===== config.mk =====
export PLATFORM = sky130hd
export DESIGN_NAME = instr_mem_writer_flat
export DESIGN_NICKNAME = d
export VERILOG_FILES = /design/src/rtl/instr_mem_writer_if.sv /design/src/rtl/instr_mem_writer.sv /design/src/flat_wrapper.sv
export SDC_FILE = /design/constraint.sdc
export NUM_CORES = 1
export LEC_CHECK = 0
export CAP_MARGIN = 20
export CORE_MARGIN = 2
export CORE_UTILIZATION = 46
export CTS_CLUSTER_DIAMETER = 150
export DETAILED_ROUTE_END_ITERATION = 8
export GPL_TIMING_DRIVEN = 0
export MAX_ROUTING_LAYER = met4
export PLACE_DENSITY = 0.81
export SLEW_MARGIN = 20
export SYNTH_ARGS = -nofsm -noshare
export SYNTH_HDL_FRONTEND = slang
export SYNTH_SLANG_ARGS = --single-unit

===== constraint.sdc =====
create_clock -name clk_i -period 3.15 [get_ports clk_i]
set_input_delay 0.315 -clock clk_i [delete_from_list [all_inputs] [get_ports clk_i]]
set_output_delay 0.315 -clock clk_i [all_outputs]
set_load 0.01 [all_outputs]

===== src/rtl/instr_mem_writer_if.sv =====
// Request fields plus instruction-memory write port for the program loader.
// Latency: none, wires only.
// Backpressure: req_ready_o gates requests; mem_ack_i holds a write in place.
interface instr_mem_writer_if #(
    parameter int DATA_WIDTH = 32,
    parameter int ADDR_WIDTH = 32
);
    logic                  req_valid_i;
    logic                  req_ready_o;
    logic [1:0]            req_kind_i;
    logic [4:0]            rs_i;
    logic [4:0]            rt_i;
    logic [4:0]            rd_i;
    logic [4:0]            shamt_i;
    logic [5:0]            funct_i;
    logic [15:0]           imm_i;
    logic                  last_i;
    logic                  mem_we_o;
    logic [ADDR_WIDTH-1:0] mem_addr_o;
    logic [DATA_WIDTH-1:0] mem_wdata_o;
    logic                  mem_ack_i;

    // Loader view: takes requests, drives the memory write port.
    modport slave (
        input  req_valid_i, req_kind_i, rs_i, rt_i, rd_i, shamt_i, funct_i, imm_i, last_i,
        output req_ready_o,
        output mem_we_o, mem_addr_o, mem_wdata_o,
        input  mem_ack_i
    );

    // Environment view: issues requests and acknowledges memory writes.
    modport master (
        output req_valid_i, req_kind_i, rs_i, rt_i, rd_i, shamt_i, funct_i, imm_i, last_i,
        input  req_ready_o,
        input  mem_we_o, mem_addr_o, mem_wdata_o,
        output mem_ack_i
    );
endinterface


===== src/rtl/instr_mem_writer.sv =====
// Encodes MIPS instruction requests and writes them sequentially into instruction memory.
// Latency: start -> ready next cycle; handshake -> write strobe next cycle; ack -> next word or done.
// Backpressure: one request in flight; ready stays low until the current write is acknowledged.
module instr_mem_writer #(
    parameter int          DATA_WIDTH = 32,
    parameter int          ADDR_WIDTH = 32,
    parameter logic [31:0] BASE_ADDR  = 32'h0040_0000,
    parameter int          MAX_WORDS  = 64
) (
    input  logic                clk_i,
    input  logic                reset_i,
    input  logic                start_i,
    instr_mem_writer_if.slave   bus,
    output logic                busy_o,
    output logic                done_o,
    output logic                overflow_o,
    output logic [15:0]         word_count_o
);
    localparam logic [5:0] OP_RTYPE = 6'h00;
    localparam logic [5:0] OP_ADDI  = 6'h08;
    localparam logic [5:0] OP_ORI   = 6'h0D;
    localparam logic [5:0] OP_LUI   = 6'h0F;

    typedef enum logic [1:0] {
        ST_IDLE   = 2'd0,
        ST_ACCEPT = 2'd1,
        ST_WRITE  = 2'd2,
        ST_DONE   = 2'd3
    } state_t;

    state_t      state;
    logic        last_q;
    logic [31:0] enc_word;
    logic [15:0] count_nxt;

    assign count_nxt = word_count_o + 16'd1;

    // Pack the presented fields into a MIPS word; LUI has no rs, I-types drop rd/shamt/funct.
    always_comb begin
        enc_word = 32'h0;
        case (bus.req_kind_i)
            2'd0:    enc_word = {OP_RTYPE, bus.rs_i, bus.rt_i, bus.rd_i, bus.shamt_i, bus.funct_i};
            2'd1:    enc_word = {OP_ADDI, bus.rs_i, bus.rt_i, bus.imm_i};
            2'd2:    enc_word = {OP_ORI, bus.rs_i, bus.rt_i, bus.imm_i};
            default: enc_word = {OP_LUI, 5'b0, bus.rt_i, bus.imm_i};
        endcase
    end

    // Session FSM with all outputs registered; address and count hold after DONE until next start.
    always_ff @(posedge clk_i) begin
        if (reset_i) begin
            state           <= ST_IDLE;
            last_q          <= 1'b0;
            bus.req_ready_o <= 1'b0;
            bus.mem_we_o    <= 1'b0;
            bus.mem_addr_o  <= ADDR_WIDTH'(BASE_ADDR);
            bus.mem_wdata_o <= '0;
            busy_o          <= 1'b0;
            done_o          <= 1'b0;
            overflow_o      <= 1'b0;
            word_count_o    <= 16'd0;
        end else begin
            case (state)
                ST_IDLE: begin
                    if (start_i) begin
                        state           <= ST_ACCEPT;
                        bus.mem_addr_o  <= ADDR_WIDTH'(BASE_ADDR);
                        word_count_o    <= 16'd0;
                        overflow_o      <= 1'b0;
                        bus.req_ready_o <= 1'b1;
                        busy_o          <= 1'b1;
                    end
                end
                ST_ACCEPT: begin
                    if (bus.req_valid_i) begin
                        state           <= ST_WRITE;
                        bus.mem_wdata_o <= DATA_WIDTH'(enc_word);
                        last_q          <= bus.last_i;
                        bus.req_ready_o <= 1'b0;
                        bus.mem_we_o    <= 1'b1;
                    end
                end
                ST_WRITE: begin
                    if (bus.mem_ack_i) begin
                        bus.mem_we_o   <= 1'b0;
                        bus.mem_addr_o <= bus.mem_addr_o + ADDR_WIDTH'(4);
                        word_count_o   <= count_nxt;
                        if (last_q) begin
                            state  <= ST_DONE;
                            done_o <= 1'b1;
                        end else if (count_nxt == 16'(MAX_WORDS)) begin
                            state      <= ST_DONE;
                            done_o     <= 1'b1;
                            overflow_o <= 1'b1;
                        end else begin
                            state           <= ST_ACCEPT;
                            bus.req_ready_o <= 1'b1;
                        end
                    end
                end
                default: begin
                    state  <= ST_IDLE;
                    done_o <= 1'b0;
                    busy_o <= 1'b0;
                end
            endcase
        end
    end
endmodule


===== src/flat_wrapper.sv =====
// flat-port wrapper written by rule: the top's interface ports become plain ports
module instr_mem_writer_flat 
#(
    parameter int          DATA_WIDTH = 32,
    parameter int          ADDR_WIDTH = 32,
    parameter logic [31:0] BASE_ADDR  = 32'h0040_0000,
    parameter int          MAX_WORDS  = 64
)
  (clk_i, reset_i, start_i, busy_o, done_o, overflow_o, word_count_o, bus_req_valid_i, bus_req_kind_i, bus_rs_i, bus_rt_i, bus_rd_i, bus_shamt_i, bus_funct_i, bus_imm_i, bus_last_i, bus_req_ready_o, bus_mem_we_o, bus_mem_addr_o, bus_mem_wdata_o, bus_mem_ack_i);
  instr_mem_writer_if #(.DATA_WIDTH(DATA_WIDTH), .ADDR_WIDTH(ADDR_WIDTH)) bus_i ();
  input  logic clk_i;
  input  logic reset_i;
  input  logic start_i;
  output logic busy_o;
  output logic done_o;
  output logic overflow_o;
  output logic [15:0] word_count_o;
  input wire logic [$bits(bus_i.req_valid_i)-1:0] bus_req_valid_i;
  input wire logic [$bits(bus_i.req_kind_i)-1:0] bus_req_kind_i;
  input wire logic [$bits(bus_i.rs_i)-1:0] bus_rs_i;
  input wire logic [$bits(bus_i.rt_i)-1:0] bus_rt_i;
  input wire logic [$bits(bus_i.rd_i)-1:0] bus_rd_i;
  input wire logic [$bits(bus_i.shamt_i)-1:0] bus_shamt_i;
  input wire logic [$bits(bus_i.funct_i)-1:0] bus_funct_i;
  input wire logic [$bits(bus_i.imm_i)-1:0] bus_imm_i;
  input wire logic [$bits(bus_i.last_i)-1:0] bus_last_i;
  output wire logic [$bits(bus_i.req_ready_o)-1:0] bus_req_ready_o;
  output wire logic [$bits(bus_i.mem_we_o)-1:0] bus_mem_we_o;
  output wire logic [$bits(bus_i.mem_addr_o)-1:0] bus_mem_addr_o;
  output wire logic [$bits(bus_i.mem_wdata_o)-1:0] bus_mem_wdata_o;
  input wire logic [$bits(bus_i.mem_ack_i)-1:0] bus_mem_ack_i;
  assign bus_i.req_valid_i = bus_req_valid_i;
  assign bus_i.req_kind_i = bus_req_kind_i;
  assign bus_i.rs_i = bus_rs_i;
  assign bus_i.rt_i = bus_rt_i;
  assign bus_i.rd_i = bus_rd_i;
  assign bus_i.shamt_i = bus_shamt_i;
  assign bus_i.funct_i = bus_funct_i;
  assign bus_i.imm_i = bus_imm_i;
  assign bus_i.last_i = bus_last_i;
  assign bus_req_ready_o = bus_i.req_ready_o;
  assign bus_mem_we_o = bus_i.mem_we_o;
  assign bus_mem_addr_o = bus_i.mem_addr_o;
  assign bus_mem_wdata_o = bus_i.mem_wdata_o;
  assign bus_i.mem_ack_i = bus_mem_ack_i;
  instr_mem_writer #(.DATA_WIDTH(DATA_WIDTH), .ADDR_WIDTH(ADDR_WIDTH), .BASE_ADDR(BASE_ADDR), .MAX_WORDS(MAX_WORDS)) u_core (.clk_i(clk_i), .reset_i(reset_i), .start_i(start_i), .bus(bus_i), .busy_o(busy_o), .done_o(done_o), .overflow_o(overflow_o), .word_count_o(word_count_o));
endmodule

==> Yosys cells after proc, flatten, opt, wreduce, memory -nomap -nowiden <==
Cells that the tools add are included.
{ "totals": {"register_bits": 88, "inputBits": 50, "output_inout_bits": 85, "elab_cells": 72} }
{ "classes": {"addsub": 2, "eq_ne": 12, "n_mux": 31, "bitwise_logic": 2, "reduce_logical": 15} }
{ "op_table": {"columns": ["cell", "count"], "rows": [
  ["$pmux W30 S3", 1],
  ["$mux W32", 2],
  ["$pmux W32 S2", 1],
  ["$add A32 B3 Y32 const B", 1],
  ["$mux W16", 2],
  ["$pmux W16 S2", 1],
  ["$add A16 B1 Y16 const B", 1],
  ["$eq A16 B7 Y1 const B", 1],
  ["$mux W1", 13],
  ["$reduce_and A3 Y1", 4],
  ["$mux W2", 5],
  ["$ne A2 B2 Y1 const B", 5],
  ["$pmux W1 S2", 4],
  ["$pmux W2 S3", 1],
  ["$reduce_and A6 Y1", 1],
  ["$reduce_and A5 Y1", 1],
  ["$eq A2 B1 Y1 const B", 2],
  ["$eq A2 B2 Y1 const B", 2],
  ["$logic_not A2 Y1", 2],
  ["$reduce_and A2 Y1", 2],
  ["$reduce_bool A2 Y1", 2],
  ["$reduce_or A2 Y1", 2],
  ["$ne A3 B1 Y1 const B", 1],
  ["$pmux W1 S3", 1],
  ["other kinds (3)", 4]
]} }

==> Logic depth before layout (Yosys ltp) <==
Gate-level depths: netlist of run 1.
{ "logic_depth": {"depth_word": 6, "mapped_depth": 10, "mapped_depth_nobuf": 8} }

==> Least setup slack after synthesis of run 1 <==
Ideal clock, no wire load.
{ "synth_timing": {"path_type": "register to register", "from": "register u_core.word_count_o[0]", "to": "register u_core.done_o", "setup_ns": 0.079, "arrival_ns": 2.380, "t_required_ns": 3.071, "setup_slack_ns": 0.691, "path_stages_with_launch": 9, "path_buffers": 1, "period_less_slack_ns": 2.459, "path_cell_list": "dfxtp_1 -> ha_1 -> and4_1 -> clkbuf_1 -> nand4_1 -> xnor2_1 -> or2_2 -> or4_1 -> a211oi_2"} }
{ "synth_between": {"elab_chain_cells": 4} }
{ "synth_rtl": {"columns": ["item", "line_no", "rtl"], "rows": [
  ["start: declaration", "instr_mem_writer.sv:17", "output logic [15:0] word_count_o"],
  ["start signal: assignment", "instr_mem_writer.sv:87", "word_count_o <= count_nxt;"],
  ["$add A16 B1 Y16", "instr_mem_writer.sv:36", "assign count_nxt = word_count_o + 16'd1;"],
  ["$eq A16 B7 Y1", "instr_mem_writer.sv:91", "end else if (count_nxt == 16'(MAX_WORDS)) begin"],
  ["$ne A3 B1 Y1 (no source line)", null, null],
  ["$reduce_and A3 Y1 (no source line)", null, null],
  ["end signal: assignment", "instr_mem_writer.sv:90", "done_o <= 1'b1;"],
  ["end signal: assignment", "instr_mem_writer.sv:93", "done_o <= 1'b1;"],
  ["end signal: assignment", "instr_mem_writer.sv:103", "done_o <= 1'b0;"],
  ["end: declaration", "instr_mem_writer.sv:15", "output logic done_o,"]
]} }
No other way between the ends.
A chain may end at the register's enable or synchronous reset.

==> Worst setup path after layout of run 1 <==
{ "layout_timing": {"from": "register u_core.state[0]", "to": "register u_core.bus.mem_addr_o[25]"} }
{ "layout_between": {"elab_chain_cells": 3, "word_cells_on_any_way": 7, "cone_classes": "eq/ne (3); mux (1); reduce/logical (3)"} }
{ "layout_rtl": {"columns": ["item", "line_no", "rtl"], "rows": [
  ["start: declaration", "instr_mem_writer.sv:31", "state_t state;"],
  ["start signal: assignment", "instr_mem_writer.sv:52", "state <= ST_IDLE;"],
  ["start signal: assignment", "instr_mem_writer.sv:66", "state <= ST_ACCEPT;"],
  ["start signal: assignment", "instr_mem_writer.sv:76", "state <= ST_WRITE;"],
  ["$eq A2 B2 Y1 or $logic_not A2 Y1 (tied branches)", "instr_mem_writer.sv:63", "case (state)"],
  ["$ne A2 B2 Y1 (no source line) or $reduce_bool A2 Y1 (tied branches)", null, null],
  ["$reduce_and A3 Y1 (no source line)", null, null],
  ["end signal: assignment", "instr_mem_writer.sv:56", "bus.mem_addr_o <= ADDR_WIDTH'(BASE_ADDR);"],
  ["end signal: assignment", "instr_mem_writer.sv:67", "bus.mem_addr_o <= ADDR_WIDTH'(BASE_ADDR);"],
  ["end signal: assignment", "instr_mem_writer.sv:86", "bus.mem_addr_o <= bus.mem_addr_o + ADDR_WIDTH'(4);"],
  ["end: declaration", "instr_mem_writer_if.sv:27", "output mem_we_o, mem_addr_o, mem_wdata_o,"]
]} }
Parallel ways exist; a longest one is shown, timed or not.

==> results of run 1 <==
[worst register-to-register path, cell delays in order, from the launching register on]
cell and delay, ps:
dfxtp_1 390, inv_1 110, ha_1 210, buf_2 180, nand2b_1 140, nand3_1 330
nor2_1 300, or2_2 150, clkbuf_1 350, clkbuf_1 420, nor2_1 110
[sequential cells by signal, indices dropped and copies added (netlist names)]
name and cells:
u_core.bus.mem_wdata_o 29, u_core.last_q 1, u_core.word_count_o 16, u_core.busy_o 1, u_core.bus.mem_addr_o 30, u_core.bus.req_ready_o 1
u_core.done_o 1, u_core.state 2, u_core.overflow_o 1, u_core.bus.mem_we_o 1
[final cells by class]
| cell class | count | area share [%] |
|---|---|---|
| clock buffers | 10 | 2.44 |
| multi-input cells | 379 | 38.5 |
| inverters | 8 | 0.533 |
| clock inverters | 5 | 0.954 |
| flip-flops and latches | 83 | 29.5 |
| well taps | 108 | 2.40 |
| plain buffers | 38 | 2.97 |
| repair buffers | 128 | 22.7 |
[cell families (layout without fill, tap and decap cells)]
kind of cell / Yosys count / count (layout) / synth area share, %
XOR/XNOR: 29 / 29 / 6.32
flip-flops: 83 / 83 / 41.3
AO/OA/AOI/OAI: 98 / 98 / 15.4
adder cells (fa/ha/maj): 5 / 5 / 1.56
AND/OR/NAND/NOR: 236 / 236 / 28.5
buffers and inverters: 46 / 189 / 4.92
multiplexers: 7 / 7 / 1.77
other: 1 / 4 / 0.0933
[routing by layer]
metal	share of wire, %	vias to the layer above	GRT usage, %
li1	-	2051	-
met1	43	1980	31.7
met2	48	158	38.9
met3	8.0	18	6.55
met4	1.3	0	7.26
met5	0	-	-
[placed cells by master, fill, tap and decap left out, drive strengths merged, types with 4 or more instances in the layout]
cell type	netlist	routed
a21oi	28	28
a22oi	8	8
a311oi	19	19
a31oi	6	6
and3	7	7
and4	7	7
buf	11	11
clkbuf	27	37
clkdlybuf4s50	0	128
clkinv	0	4
conb	1	4
dfxtp	83	83
ha	5	5
inv	8	8
mux2i	6	6
nand2	67	67
nand3	16	16
nand4	14	14
nor2	78	78
nor3	10	10
nor4	4	4
o21ai	30	30
or2	4	4
or3	11	11
xnor2	18	18
xor2	11	11
[stage by stage]
stage	cell area [um^2]	utilization, %	setup slack [ps]	total power (W)
3_5_place_dp	5450	63.4	271	0.00220
3_3_place_gp	5450	63.4	364	0.00218
4_1_cts	5640	65.6	349	0.00296
2_1_floorplan	4030	-	691	0.00179
6_report	5640	65.6	350	0.00295
5_1_grt	5640	65.6	123	0.00312
[worst paths after layout]
| check | slack [ps] | end | start | cells after the start |
|---|---|---|---|---|
| worst max-delay path | 350 | u_core.bus.mem_addr_o[25] | u_core.state[0] | 10 |
| worst min-delay path | 350 | u_core.bus.mem_wdata_o[28] | bus_req_kind_i[1] | 3 |
| worst max register to register | 350 | u_core.bus.mem_addr_o[25] | u_core.state[0] | 10 |
| worst min register to register | 460 | u_core.bus.mem_wdata_o[16] | u_core.bus.mem_wdata_o[16] | 2 |
[power by group through the flow]
stage                     Sequential [W]  Combinational (W)  Clock, W
final                            0.00124           0.000952  0.000757
after CTS                        0.00124           0.000953  0.000769
after detailed placement         0.00126           0.000946         0
after floorplan                  0.00129           0.000498         0
after global routing             0.00125            0.00105  0.000813
after global placement           0.00125           0.000930         0
==> impl_metrics.csv, run 1 <==
group,metric,value,unit
cells_and_area,final_cells,759,
synthesis,synth-seq-cells,83,
cts,htree_levels,3,
synthesis,synthCells,505,
placement,port_buffers,128,
cells_and_area,multi_input_area,2170,um^2
die,die_w,97.5,um
grt,overflow,0,
worst_setup_path,cp_max_fo,10,
worst_setup_path,max_stage_delay,420,ps
synthesis,synth_common_cells,"83 x dfxtp_1, 78 x nor2_1, 66 x nand2_1",
synthesis,post-synth-top-area-cell,"dfxtp_1",
cts,cts_tree,"built",
grt,grt_pass1_wl,19.0,mm
power,ir_drop,0.318,mV
power,switching_share,33.3,%
cells_and_area,num_antenna_cells,0,
worst_setup_path,worstSetupEndpointType,"flop",
worst_setup_path,crit_buf_inv,4,
sta,rsz0062_at_grt,"false",
sta,period_needed,2800,ps
power,switching_power,0.000982,W
sta,worst_pin_slew,570,ps
die,start_util,46.8,%
die,die_area,9500,um^2
power,clock_power_share,25.7,%
cells_and_area,syn2layout_area_growth,40.3,%
worst_hold_path,hp-class,"in2reg",
power,pwr-share-seq,42.0,%
die,row_count,34,
cts,cts_setup_buffers,0,
cts,clk_path_buf_depth,2,
worst_setup_path,cp.arrival,3020,ps
synthesis,mappedNetlistArea,4020,um^2
cts,numCtsBuffers,9,
cts,postCtsResizedCells,0,
drt,antenna_violating_nets_post_route,0,
drt,drt_first_pass_iters,5,
synthesis,synth-edff-count,0,
cts,clock_sinks,83,
placement,place.gp.congestion,0.884,
cells_and_area,num-fill-cells,758,
sta,setup_violations,0,
worst_setup_path,cpMaxStageDelayCell,"clkbuf_1",
sta,drv_slew,0,
die,io_pins,135,
worst_setup_path,critical_path_required,3370,ps
die,core,8590,um^2
grt,grt_pass1_vias,4071,
worst_setup_path,path_cells,"inv_1 -> ha_1 -> buf_2 -> nand2b_1 -> nand3_1 -> nor2_1 -> or2_2 -> clkbuf_1 -> clkbuf_1 -> nor2_1",
cells_and_area,seq_area,1660,um^2
worst_setup_path,critPathTopFamily,"buffers and inverters",
synthesis,ys.flop_type,"dfxtp_1",
power,p_per_area,523,nW/um^2
sta,tns,0,ps
synthesis,synth.avg_cell_area,7.96,um^2
drt,drc,0,
synthesis,synth.most_common_cell,"dfxtp_1",
synthesis,yosysWarningCount,0,
sta,clock.fmax,357,MHz
drt,vias_per_cell,5.54,
placement,dp_hpwl,8.56,mm
drt,initialDrtViolationCount,224,
grt,antenna_found_initial,0,
job,maxCapViolations,0,
sta,timing.final.crit_share,88.9,%
synthesis,synthTopCellsByArea,"dfxtp_1 41%, nor2_1 7.3%, nand2_1 6.2%",
drt,wl,11.5,mm
die,die_h,97.5,um
power,cellInternalPower,0.00196,W
drt,vias,4207,
worst_setup_path,critPathLaunchType,"flop",
cts,worstSkewPairLatency,350,ps
cells_and_area,drive_above_1_share,6.30,%
synthesis,ys_seq_area_share,41.3,%
status,outcome,"finished clean",
cts,cts_root_buf,"clkbuf_8",
grt,grt_max_degree,14,
grt,grt_usage,24.8,%
drt,wl_per_cell,15.1,um
synthesis,ys_types,50,
cells_and_area,nets,702,
sta,maxSlewHeadroom,62.0,%
sta,hold_viol,0,
power,p_leak,1.95,nW
placement,placed_cells,744,
worst_setup_path,setup.worst_path.class,"reg2reg",
synthesis,yosysTopAreaCellShare,41.3,%
power,power_frac_comb,32.3,%
synthesis,synth-async-reset-ratio,0,%
sta,clock_skew,6.20,ps
cts,cts_hold_buf,0,
cts,clk_pin_slew,80,ps
sta,fin_hold_ws,351,ps
Power figures use the tool's default switching activity.
==> run 2, diff against run 1 <==
--- a/config.mk
+++ b/config.mk
@@ -11,7 +11,6 @@
 export CTS_CLUSTER_DIAMETER = 150
 export DETAILED_ROUTE_END_ITERATION = 8
 export GPL_TIMING_DRIVEN = 0
-export MAX_ROUTING_LAYER = met4
 export PLACE_DENSITY = 0.81
 export SLEW_MARGIN = 20
 export SYNTH_ARGS = -nofsm -noshare
==> run 2 against run 1 <==
Power increased by 0.15%. Count of clock-buffer cells in the layout unchanged. Sequential share of layout area unchanged. Core utilization unchanged. Final area unchanged. Clock power increased by 0.7%. Sequential cell count unchanged. Combinational power about the same. Fmax increased by 0.45%. Critical path type unchanged.
==> impl_metrics.csv, run 2 (same netlist as run 1, synthesis figures left out) <==
group,metric,value,unit
status,outcome,"finished clean",
sta,maxSlewHeadroom,62.1,%
worst_setup_path,setup.worst_path.class,"reg2reg",
placement,port_buffers,128,
cells_and_area,largest_reg_flops,30,
sta,drv_slew,0,
grt,grt_pass1_vias,4067,
drt,drt_first_pass_iters,5,
cells_and_area,num-fill-cells,758,
grt,grt_pass1_wl,19.0,mm
cells_and_area,largest_register,"u_core.bus.mem_addr_o",
worst_setup_path,worstSetupEndpointType,"flop",
power,switching_share,33.4,%
cts,numCtsBuffers,9,
worst_setup_path,path_cells,"inv_1 -> ha_1 -> buf_2 -> nand2b_1 -> nand3_1 -> nor2_1 -> or2_2 -> clkbuf_1 -> clkbuf_1 -> nor2_1",
die,core,8590,um^2
grt,grt_usage,24.1,%
cells_and_area,drive_above_1_share,6.30,%
worst_setup_path,cp_max_fo,10,
sta,rsz0062_at_grt,"false",
cts,htree_levels,3,
drt,antenna_violating_nets_post_route,0,
worst_setup_path,crit_buf_inv,4,
worst_setup_path,critPathLaunchType,"flop",
drt,vias,4205,
cts,cts_root_buf,"clkbuf_8",
worst_setup_path,cp.arrival,3010,ps
placement,place.gp.congestion,0.870,
worst_setup_path,max_stage_delay,410,ps
sta,clock.fmax,359,MHz
cts,cts_hold_buf,0,
worst_setup_path,cpMaxStageDelayCell,"clkbuf_1",
power,switching_power,0.000986,W
placement,dp_hpwl,8.56,mm
grt,overflow,0,
sta,tns,0,ps
drt,vias_per_cell,5.54,
sta,timing.final.crit_share,88.5,%
cts,clk_pin_slew,80,ps
power,cellInternalPower,0.00196,W
cells_and_area,num_antenna_cells,0,
die,row_count,34,
cells_and_area,multi_input_area,2170,um^2
drt,drc,0,
sta,clock_skew,7.94,ps
die,io_pins,135,
cts,postCtsResizedCells,0,
sta,hold_viol,0,
cells_and_area,syn2layout_area_growth,40.3,%
grt,antenna_found_initial,0,
drt,wl,11.5,mm
cts,cts_setup_buffers,0,
drt,wl_per_cell,15.1,um
cts,clock_sinks,83,
cts,clk_path_buf_depth,2,
drt,initialDrtViolationCount,178,
power,power,0.00295,W
power,ir_drop,0.319,mV
cells_and_area,layout_commonest_cell,"clkdlybuf4s50_1",
cells_and_area,largestRegisters,"u_core.bus.mem_addr_o (30), u_core.bus.mem_wdata_o (29), u_core.word_count_o (16)",
cts,cts_tree,"built",
sta,period_needed,2790,ps
power,pwr-share-seq,41.9,%
power,clock_power_share,25.8,%
worst_hold_path,hp-class,"in2reg",
power,power_frac_comb,32.2,%
cts,worstSkewPairLatency,350,ps
cells_and_area,final_cell_mix,"128 x clkdlybuf4s50_1, 83 x dfxtp_1, 78 x nor2_1",
die,die_area,9500,um^2
power,p_per_area,523,nW/um^2
die,start_util,46.8,%
power,p_leak,1.95,nW
worst_setup_path,critPathTopFamily,"buffers and inverters",
worst_setup_path,critical_path_required,3370,ps
grt,grt_max_degree,14,
sta,setup_violations,0,
job,maxCapViolations,0,
die,die_w,97.5,um
cells_and_area,nets,702,
cells_and_area,seq_area,1660,um^2
sta,worst_pin_slew,568,ps
die,die_h,97.5,um
[run 2: worst register-to-register path, stage by stage (launching register included)]
cell and delay (ps):
dfxtp_1 380, inv_1 100, ha_1 210, buf_2 180
nand2b_1 140, nand3_1 330, nor2_1 290, or2_2 150
clkbuf_1 350, clkbuf_1 410, nor2_1 110
[run 2: area by class of cell]
| class | count | share of cell area (%) |
|---|---|---|
| multi-input combinational | 379 | 38.5 |
| sequential | 83 | 29.5 |
| timing repair buffer | 128 | 22.7 |
| buffer | 38 | 2.97 |
| clock buffer | 10 | 2.44 |
| tap | 108 | 2.40 |
| clock inverter | 5 | 0.954 |
| inverter | 8 | 0.533 |
[run 2: power groups by stage]
stage / Clock [W] / Combinational [W] / Sequential (W)
floorplan: 0 / 0.000498 / 0.00129
global placement: 0 / 0.000930 / 0.00125
detailed placement: 0 / 0.000946 / 0.00126
CTS: 0.000769 / 0.000953 / 0.00124
global route: 0.000809 / 0.00105 / 0.00125
finish: 0.000762 / 0.000951 / 0.00124
[run 2: routing by layer]
| layer | GRT usage [%] | wire length, um | part of all wire (%) |
|---|---|---|---|
| met1 | 30.7 | 4900 | 43 |
| met4 | 8.55 | 199 | 1.7 |
| met3 | 6.98 | 924 | 8.1 |
| met2 | 39.0 | 5440 | 47 |
| met5 | 0 | 0 | 0 |
[run 2: path summary, 6_finish.rpt]
kind / from / slack (ps) / cells past startpoint / to
worst max register to register: u_core.state[0] / 360 / 10 / u_core.bus.mem_addr_o[25]
worst min register to register: u_core.bus.mem_wdata_o[16] / 460 / 2 / u_core.bus.mem_wdata_o[16]
worst max-delay path: u_core.state[0] / 360 / 10 / u_core.bus.mem_addr_o[25]
worst min-delay path: bus_req_kind_i[1] / 350 / 3 / u_core.bus.mem_wdata_o[28]
[run 2: metrics by stage]
| stage | worst slack [ps] | utilization [%] | instances | hold WS [ps] | area, um^2 |
|---|---|---|---|---|---|
| finish | 362 | 65.6 | 759 | 348 | 5640 |
| global route | 123 | 65.6 | 759 | 363 | 5640 |
| CTS | 349 | 65.6 | 759 | 341 | 5640 |
| detailed placement | 271 | 63.4 | 744 | 453 | 5450 |
| global placement | 364 | 63.4 | 744 | 442 | 5450 |
| floorplan | 691 | - | 508 | 451 | 4030 |
